### config.mk
export PLATFORM = sky130hd
export DESIGN_NAME = fp_exp_align
export DESIGN_NICKNAME = d
export VERILOG_FILES = /design/src/rtl/fp_exp_align.sv
export SDC_FILE = /design/constraint.sdc
export NUM_CORES = 1
export LEC_CHECK = 0
export CAP_MARGIN = 30
export CORE_MARGIN = 10
export CORE_UTILIZATION = 25
export DETAILED_ROUTE_END_ITERATION = 8
export SLEW_MARGIN = 15
export SYNTH_ARGS = -nofsm -noshare
export SYNTH_HDL_FRONTEND = slang
export SYNTH_SLANG_ARGS = --single-unit
export TNS_END_PERCENT = 50
### constraint.sdc
create_clock -name clk -period 6 [get_ports clk]
set_clock_uncertainty 0.05 [all_clocks]
set_input_delay 0.6 -clock clk [delete_from_list [all_inputs] [get_ports clk]]
set_output_delay 0.6 -clock clk [all_outputs]
set_load 0.01 [all_outputs]
### src/rtl/fp_exp_align.sv
`default_nettype none
// ============================================================================
//  Module      : fp_exp_align
//  Description : Pre-add exponent alignment for two IEEE-754 binary32
//                operands. Orders the pair so the larger exponent comes
//                first, then right-shifts the smaller significand (with its
//                hidden bit) STEP bits per cycle until both share the larger
//                exponent. valid/ready handshakes on both sides.
//
//  Parameters  : STEP      - bits shifted per SHIFT cycle (1, 2, 4 or 8)
//                FLUSH_LIM - exponent difference at/above which the smaller
//                            significand is flushed to zero in one step
//
//  Ports       : clk, rst_n            - clock (rising), async active-low reset
//                in_valid/in_ready     - input handshake for A/B
//                A, B                  - binary32 operands
//                out_valid/out_ready   - output handshake
//                out_a                 - larger-exponent operand, unchanged
//                out_b                 - aligned smaller operand
//                swapped               - out_a came from B
//                out_exc               - an operand has exponent 0xFF
//                out_grs               - guard/round/sticky of the shift
//
//  Build macro : FP_EXP_ALIGN_GRS_EN - enables guard/round/sticky tracking;
//                when undefined out_grs is tied to zero.
//
//  Revision    : 1.0 - initial release
// ============================================================================
module fp_exp_align #(
    parameter int STEP      = 1,
    parameter int FLUSH_LIM = 25
) (
    input  logic        clk,
    input  logic        rst_n,
    input  logic        in_valid,
    output logic        in_ready,
    input  logic [31:0] A,
    input  logic [31:0] B,
    output logic        out_valid,
    input  logic        out_ready,
    output logic [31:0] out_a,
    output logic [31:0] out_b,
    output logic        swapped,
    output logic        out_exc,
    output logic [2:0]  out_grs
);

    localparam logic [1:0] S_IDLE  = 2'd0;
    localparam logic [1:0] S_SHIFT = 2'd1;
    localparam logic [1:0] S_DONE  = 2'd2;

    localparam logic [7:0] c_step      = 8'(STEP);
    localparam logic [7:0] c_flush_lim = 8'(FLUSH_LIM);

    logic [1:0]  r_state;
    logic [1:0]  w_state_nxt;

    logic [31:0] r_out_a;
    logic        r_sign_s;
    logic [7:0]  r_exp_b;
    logic [23:0] r_sig_s;
    logic [7:0]  r_diff;
    logic        r_swapped;
    logic        r_exc;

    // ------------------------------------------------------------------
    // Operand ordering and classification (evaluated on the live inputs)
    // ------------------------------------------------------------------
    logic        w_accept;
    logic        w_a_ge;
    logic [31:0] w_lg;
    logic [31:0] w_sm;
    logic [7:0]  w_exp_l;
    logic [7:0]  w_exp_s;
    logic [7:0]  w_diff;
    logic        w_exc;
    logic        w_flush;
    logic        w_direct;
    logic [23:0] w_sig_in;

    assign w_accept = in_valid && in_ready;
    assign w_a_ge   = (A[30:23] >= B[30:23]);          // tie keeps A first
    assign w_lg     = w_a_ge ? A : B;
    assign w_sm     = w_a_ge ? B : A;
    assign w_exp_l  = w_lg[30:23];
    assign w_exp_s  = w_sm[30:23];
    assign w_diff   = w_exp_l - w_exp_s;
    assign w_exc    = (A[30:23] == 8'hFF) || (B[30:23] == 8'hFF);
    assign w_flush  = (w_diff >= c_flush_lim);
    assign w_direct = w_exc || w_flush || (w_diff == 8'd0);
    assign w_sig_in = {(w_exp_s != 8'd0), w_sm[22:0]};  // denormals carry no hidden 1

    // Per-cycle shift amount: never overshoot the remaining difference
    logic [7:0]  w_amt;
    logic [7:0]  w_diff_nxt;
    logic [23:0] w_sig_sh;

    assign w_amt      = (r_diff < c_step) ? r_diff : c_step;
    assign w_diff_nxt = r_diff - w_amt;

    // ------------------------------------------------------------------
    // FSM: state register
    // ------------------------------------------------------------------
    always_ff @(posedge clk or negedge rst_n) begin
        if (!rst_n) begin
            r_state <= S_IDLE;
        end else begin
            r_state <= w_state_nxt;
        end
    end

    // ------------------------------------------------------------------
    // FSM: next-state logic
    // ------------------------------------------------------------------
    always_comb begin
        w_state_nxt = r_state;
        case (r_state)
            S_IDLE:  if (in_valid)                w_state_nxt = w_direct ? S_DONE : S_SHIFT;
            S_SHIFT: if (w_diff_nxt == 8'd0)      w_state_nxt = S_DONE;
            S_DONE:  if (out_ready)               w_state_nxt = S_IDLE;
            default:                              w_state_nxt = S_IDLE;
        endcase
    end

    // ------------------------------------------------------------------
    // FSM: outputs
    // ------------------------------------------------------------------
    always_comb begin
        in_ready  = (r_state == S_IDLE);
        out_valid = (r_state == S_DONE);
    end

    // ------------------------------------------------------------------
    // Datapath registers
    // ------------------------------------------------------------------
    always_ff @(posedge clk or negedge rst_n) begin
        if (!rst_n) begin
            r_out_a   <= 32'd0;
            r_sign_s  <= 1'b0;
            r_exp_b   <= 8'd0;
            r_sig_s   <= 24'd0;
            r_diff    <= 8'd0;
            r_swapped <= 1'b0;
            r_exc     <= 1'b0;
        end else if (w_accept) begin
            r_out_a   <= w_lg;
            r_sign_s  <= w_sm[31];
            // Exceptional pairs pass the smaller operand through untouched,
            // so it keeps its own exponent instead of adopting the larger one.
            r_exp_b   <= w_exc ? w_exp_s : w_exp_l;
            r_sig_s   <= (!w_exc && w_flush) ? 24'd0 : w_sig_in;
            r_diff    <= w_diff;
            r_swapped <= !w_a_ge;
            r_exc     <= w_exc;
        end else if (r_state == S_SHIFT) begin
            r_sig_s   <= w_sig_sh;
            r_diff    <= w_diff_nxt;
        end
    end

`ifdef FP_EXP_ALIGN_GRS_EN
    // Guard and round ride below the significand as two extra LSBs; every
    // bit that falls off the bottom of that 26-bit window joins sticky.
    logic [2:0]  r_grs;
    logic [25:0] w_ext;
    logic [25:0] w_ext_sh;
    logic [25:0] w_lost_mask;

    assign w_ext       = {r_sig_s, r_grs[2:1]};
    assign w_ext_sh    = w_ext >> w_amt;
    assign w_lost_mask = (26'd1 << w_amt) - 26'd1;
    assign w_sig_sh    = w_ext_sh[25:2];

    always_ff @(posedge clk or negedge rst_n) begin
        if (!rst_n) begin
            r_grs <= 3'b000;
        end else if (w_accept) begin
            r_grs <= (!w_exc && w_flush) ? {2'b00, |w_sig_in} : 3'b000;
        end else if (r_state == S_SHIFT) begin
            r_grs <= {w_ext_sh[1:0], r_grs[0] | (|(w_ext & w_lost_mask))};
        end
    end

    assign out_grs = r_grs;
`else
    assign w_sig_sh = r_sig_s >> w_amt;
    assign out_grs  = 3'b000;
`endif

    assign out_a   = r_out_a;
    assign out_b   = {r_sign_s, r_exp_b, r_sig_s[22:0]};  // hidden bit dropped
    assign swapped = r_swapped;
    assign out_exc = r_exc;

endmodule
`default_nettype wire

==> results.cfg <==
[run_status]
run_status = complete, no violations

[yosys]
synth_warnings = 0
avgSynthCellArea_um2 = 8.92
synth_edf_count = 0
synthCells = 562
synthXorXnorAreaFrac = 0.0225
synth_compound_gate_area_share = 0.202
synth_largest_area_cell = dfrtp_1
synth_top_family_by_area = compound AO/OA/AOI/OAI gates
syn_area_mm2 = 0.00501
synthFlopType = dfrtp_1
synth_simple_gate_area_frac = 0.187
muxShareOfSynthArea = 0.100
synth_common_cells = nand2_1, nor2_1, dfrtp_1
netlist-cell-type-count = 61
synth_fa_ha_area_frac = 0.0225
synthTopCellsByArea = dfrtp_1, nand2_1, nor2_1, a221oi_2, a31oi_1
yosysMostFrequentCell = nand2_1
async_reset_ff_frac = 1.00
synth-seq-cells = 77
yosysTopAreaCellShare = 0.384
ys_seq_area_frac = 0.384

[cells_and_area]
final_cells = 927
fillers = 2024
area_growth_pct = 34.0
drive_gt1_frac = 0.121
n_antenna_cell = 0
nets = 734

[detailed_routing]
vias_per_cell = 4.74
wl_per_cell_um = 16.9
firstDrtPassIters = 5
routed_wl_um = 15600
route.detailed.drc = 0
drt-initial-drc-count = 232
vias = 4396
antenna_left = 0

[timing]
slew_viol_final = 0
timing.final.crit_share = 0.778
setup_viol = 0
rsz0062_at_grt = false
hold_viol_final = 0
tns_ns = 0
clock.fmax_mhz = 214
worstMarginPinSlew_ns = 0.825
slew_headroom = 0.446
fin_crit_ns = 4.67

[power_and_ir_drop]
p_per_area_mw_per_mm2 = 450
total_power_uw = 3030
leakagePower_uw = 0.00274
peakVddDrop_mv = 0.183

[clocking]
numCtsBuffers = 9
clkTransAtPathRegs_ns = 0.06
root_buffer = clkbuf_16
clockBufferDepth = 2
insertion_delay_ns = 0.34
postCtsHoldBufs = 0
cts_resized = 0
cts_sinks = 77
cts_tree = done
cts_setup_buffers = 0
htreeDepth = 3

[worst_setup_path]
cp.required_ns = 6.14
rr_worst_depth = 5
cp-start-kind = input pin
cp-end-kind = flip-flop
worstSetupStartpoint = A[23]
critPathKind = input pin to flip-flop
crit_chain = clkdlybuf4s50_1 > inv_1 > ha_1 > nor2b_1 > o21ai_1 > a31o_2 > buf_4 > o21ai_0 > and2_1 > a21boi_1 > o21a_1 > o2111ai_4 > buf_4 > a221oi_2
r2r-end = r_sig_s[1]$_DFFE_PN0P_
ff2ff_setup_slack_ns = 3.33
critPathArrivalTime_ns = 4.81
crit_end = r_sig_s[15]$_DFFE_PN0P_
critPathMostFrequentCell = buf_4
r2r-start = r_state[0]$_DFFE_PN0P_
cpMaxStageDelayCell = clkdlybuf4s50_1
worstPathMaxFanout = 28
max_stage_delay_ns = 0.62

[global_route]
antenna_found_initial = 0
grt_usage = 0.117
grt_max_degree = 74
grt_pass1_wl_um = 24800
overflow = 0
grt_pass1_vias = 4244

[floorplan]
core_area_mm2 = 0.0196
rows = 51
die_width_um = 162
io_pins = 139
dieHeight_um = 162
start_util = 0.256
dieArea_mm2 = 0.0261

[job]
cap_violations = 0

[place]
dp_cells = 910
hpwl_um = 11400
portBuffers = 135
gp_congestion = 0.885

[min_path]
worstHoldPathType = input pin to async pin
==> layout make-up <==
type / count / area (µm²) / share of cell area
clock buffers: 10 / 239 / 0.0356
clock inverters: 6 / 38.8 / 0.00577
inverters: 13 / 48.8 / 0.00726
multi-input cells: 413 / 2710 / 0.404
flip-flops and latches: 77 / 1930 / 0.287
well taps: 265 / 332 / 0.0494
repair buffers: 143 / 1420 / 0.212
==> power by group <==
part           total (µW)  switching (µW)  internal, µW  leakage, µW
Sequential            950             175           775     0.000909
Clock                 525             234           290     0.000134
Combinational        1550             755           796      0.00170
==> sequential cells by signal, indices dropped and copies added, names as in the netlist <==
signal	flops
r_sig_s	24
out_a	32
r_exp_b	8
r_diff	8
r_sign_s	1
swapped	1
out_exc	1
r_state	2
==> layer usage <==
metal / vias up / global-route usage / part of all wire / routed length (µm)
met3: 11 / 0.0412 / 0.075 / 1180
met1: 2075 / 0.158 / 0.47 / 7390
li1: 2172 / - / - / -
met2: 138 / 0.176 / 0.44 / 6920
met5: - / 0 / 0 / 0
met4: 0 / 0.0277 / 0.0086 / 135
==> worst min path at each step <==
stage               slack (ns)  start                   end  depth (start not counted)
CTS                       0.03  rst_n  out_a[6]$_DFFE_PN0P_                          1
global route              0.04  rst_n  out_a[0]$_DFFE_PN0P_                          1
floorplan                 0.25  rst_n  out_a[0]$_DFFE_PN0P_                          0
finish                    0.04  rst_n  out_a[0]$_DFFE_PN0P_                          1
detailed placement        0.41  rst_n  out_a[0]$_DFFE_PN0P_                          1
global placement          0.41  rst_n  out_a[0]$_DFFE_PN0P_                          1
==> cell usage in the layout, fill, tap and decap left out, drive strengths merged, types with 3 or more instances in the layout <==
| cell type | count |
|---|---|
| nor2b | 7 |
| nand3 | 4 |
| mux2i | 24 |
| nor4 | 6 |
| ha | 9 |
| clkinv | 4 |
| clkbuf | 10 |
| nor3 | 8 |
| nand2b | 7 |
| xnor2 | 8 |
| o21ai | 18 |
| a21boi | 3 |
| xor2 | 4 |
| mux2 | 23 |
| clkdlybuf4s50 | 134 |
| dfrtp | 77 |
| a221oi | 24 |
| a31oi | 43 |
| nand2 | 96 |
| nor2 | 79 |
| inv | 13 |
| nand4 | 5 |
| o211ai | 5 |
| buf | 9 |
| a21oi | 7 |
| conb | 3 |
==> kinds of logic (layout without fill, tap and decap cells) <==
| kind of cell | count (synthesis) | after routing |
|---|---|---|
| adders and majority gates | 9 | 9 |
| AOI/OAI and AO/OA | 122 | 122 |
| xor gates and xnor gates | 12 | 12 |
| DFF | 77 | 77 |
| and+or+nand+nor | 220 | 220 |
| buffers and inverters | 74 | 172 |
| muxes | 47 | 47 |
| other | 1 | 3 |
==> metrics by stage <==
step | setup slack (ns) | util | hold slack (ns) | area [µm²]
after floorplan | 2.78 | - | 0.254 | 5020
after global placement | 1.09 | 0.328 | 0.408 | 6420
after detailed placement | 0.932 | 0.328 | 0.409 | 6420
after CTS | 1.31 | 0.342 | 0.0319 | 6700
after global routing | 0.995 | 0.343 | 0.0381 | 6720
final | 1.33 | 0.343 | 0.0419 | 6720
==> worst max-delay path: cells and delay by family <==
| family | cells | cell delay, ns |
|---|---|---|
| compound gates | 7 | 2.07 |
| fa+ha+maj | 1 | 0.38 |
| buf+inv | 4 | 1.50 |
| simple gates | 2 | 0.25 |
No activity file was read; power rests on OpenSTA's default activity.
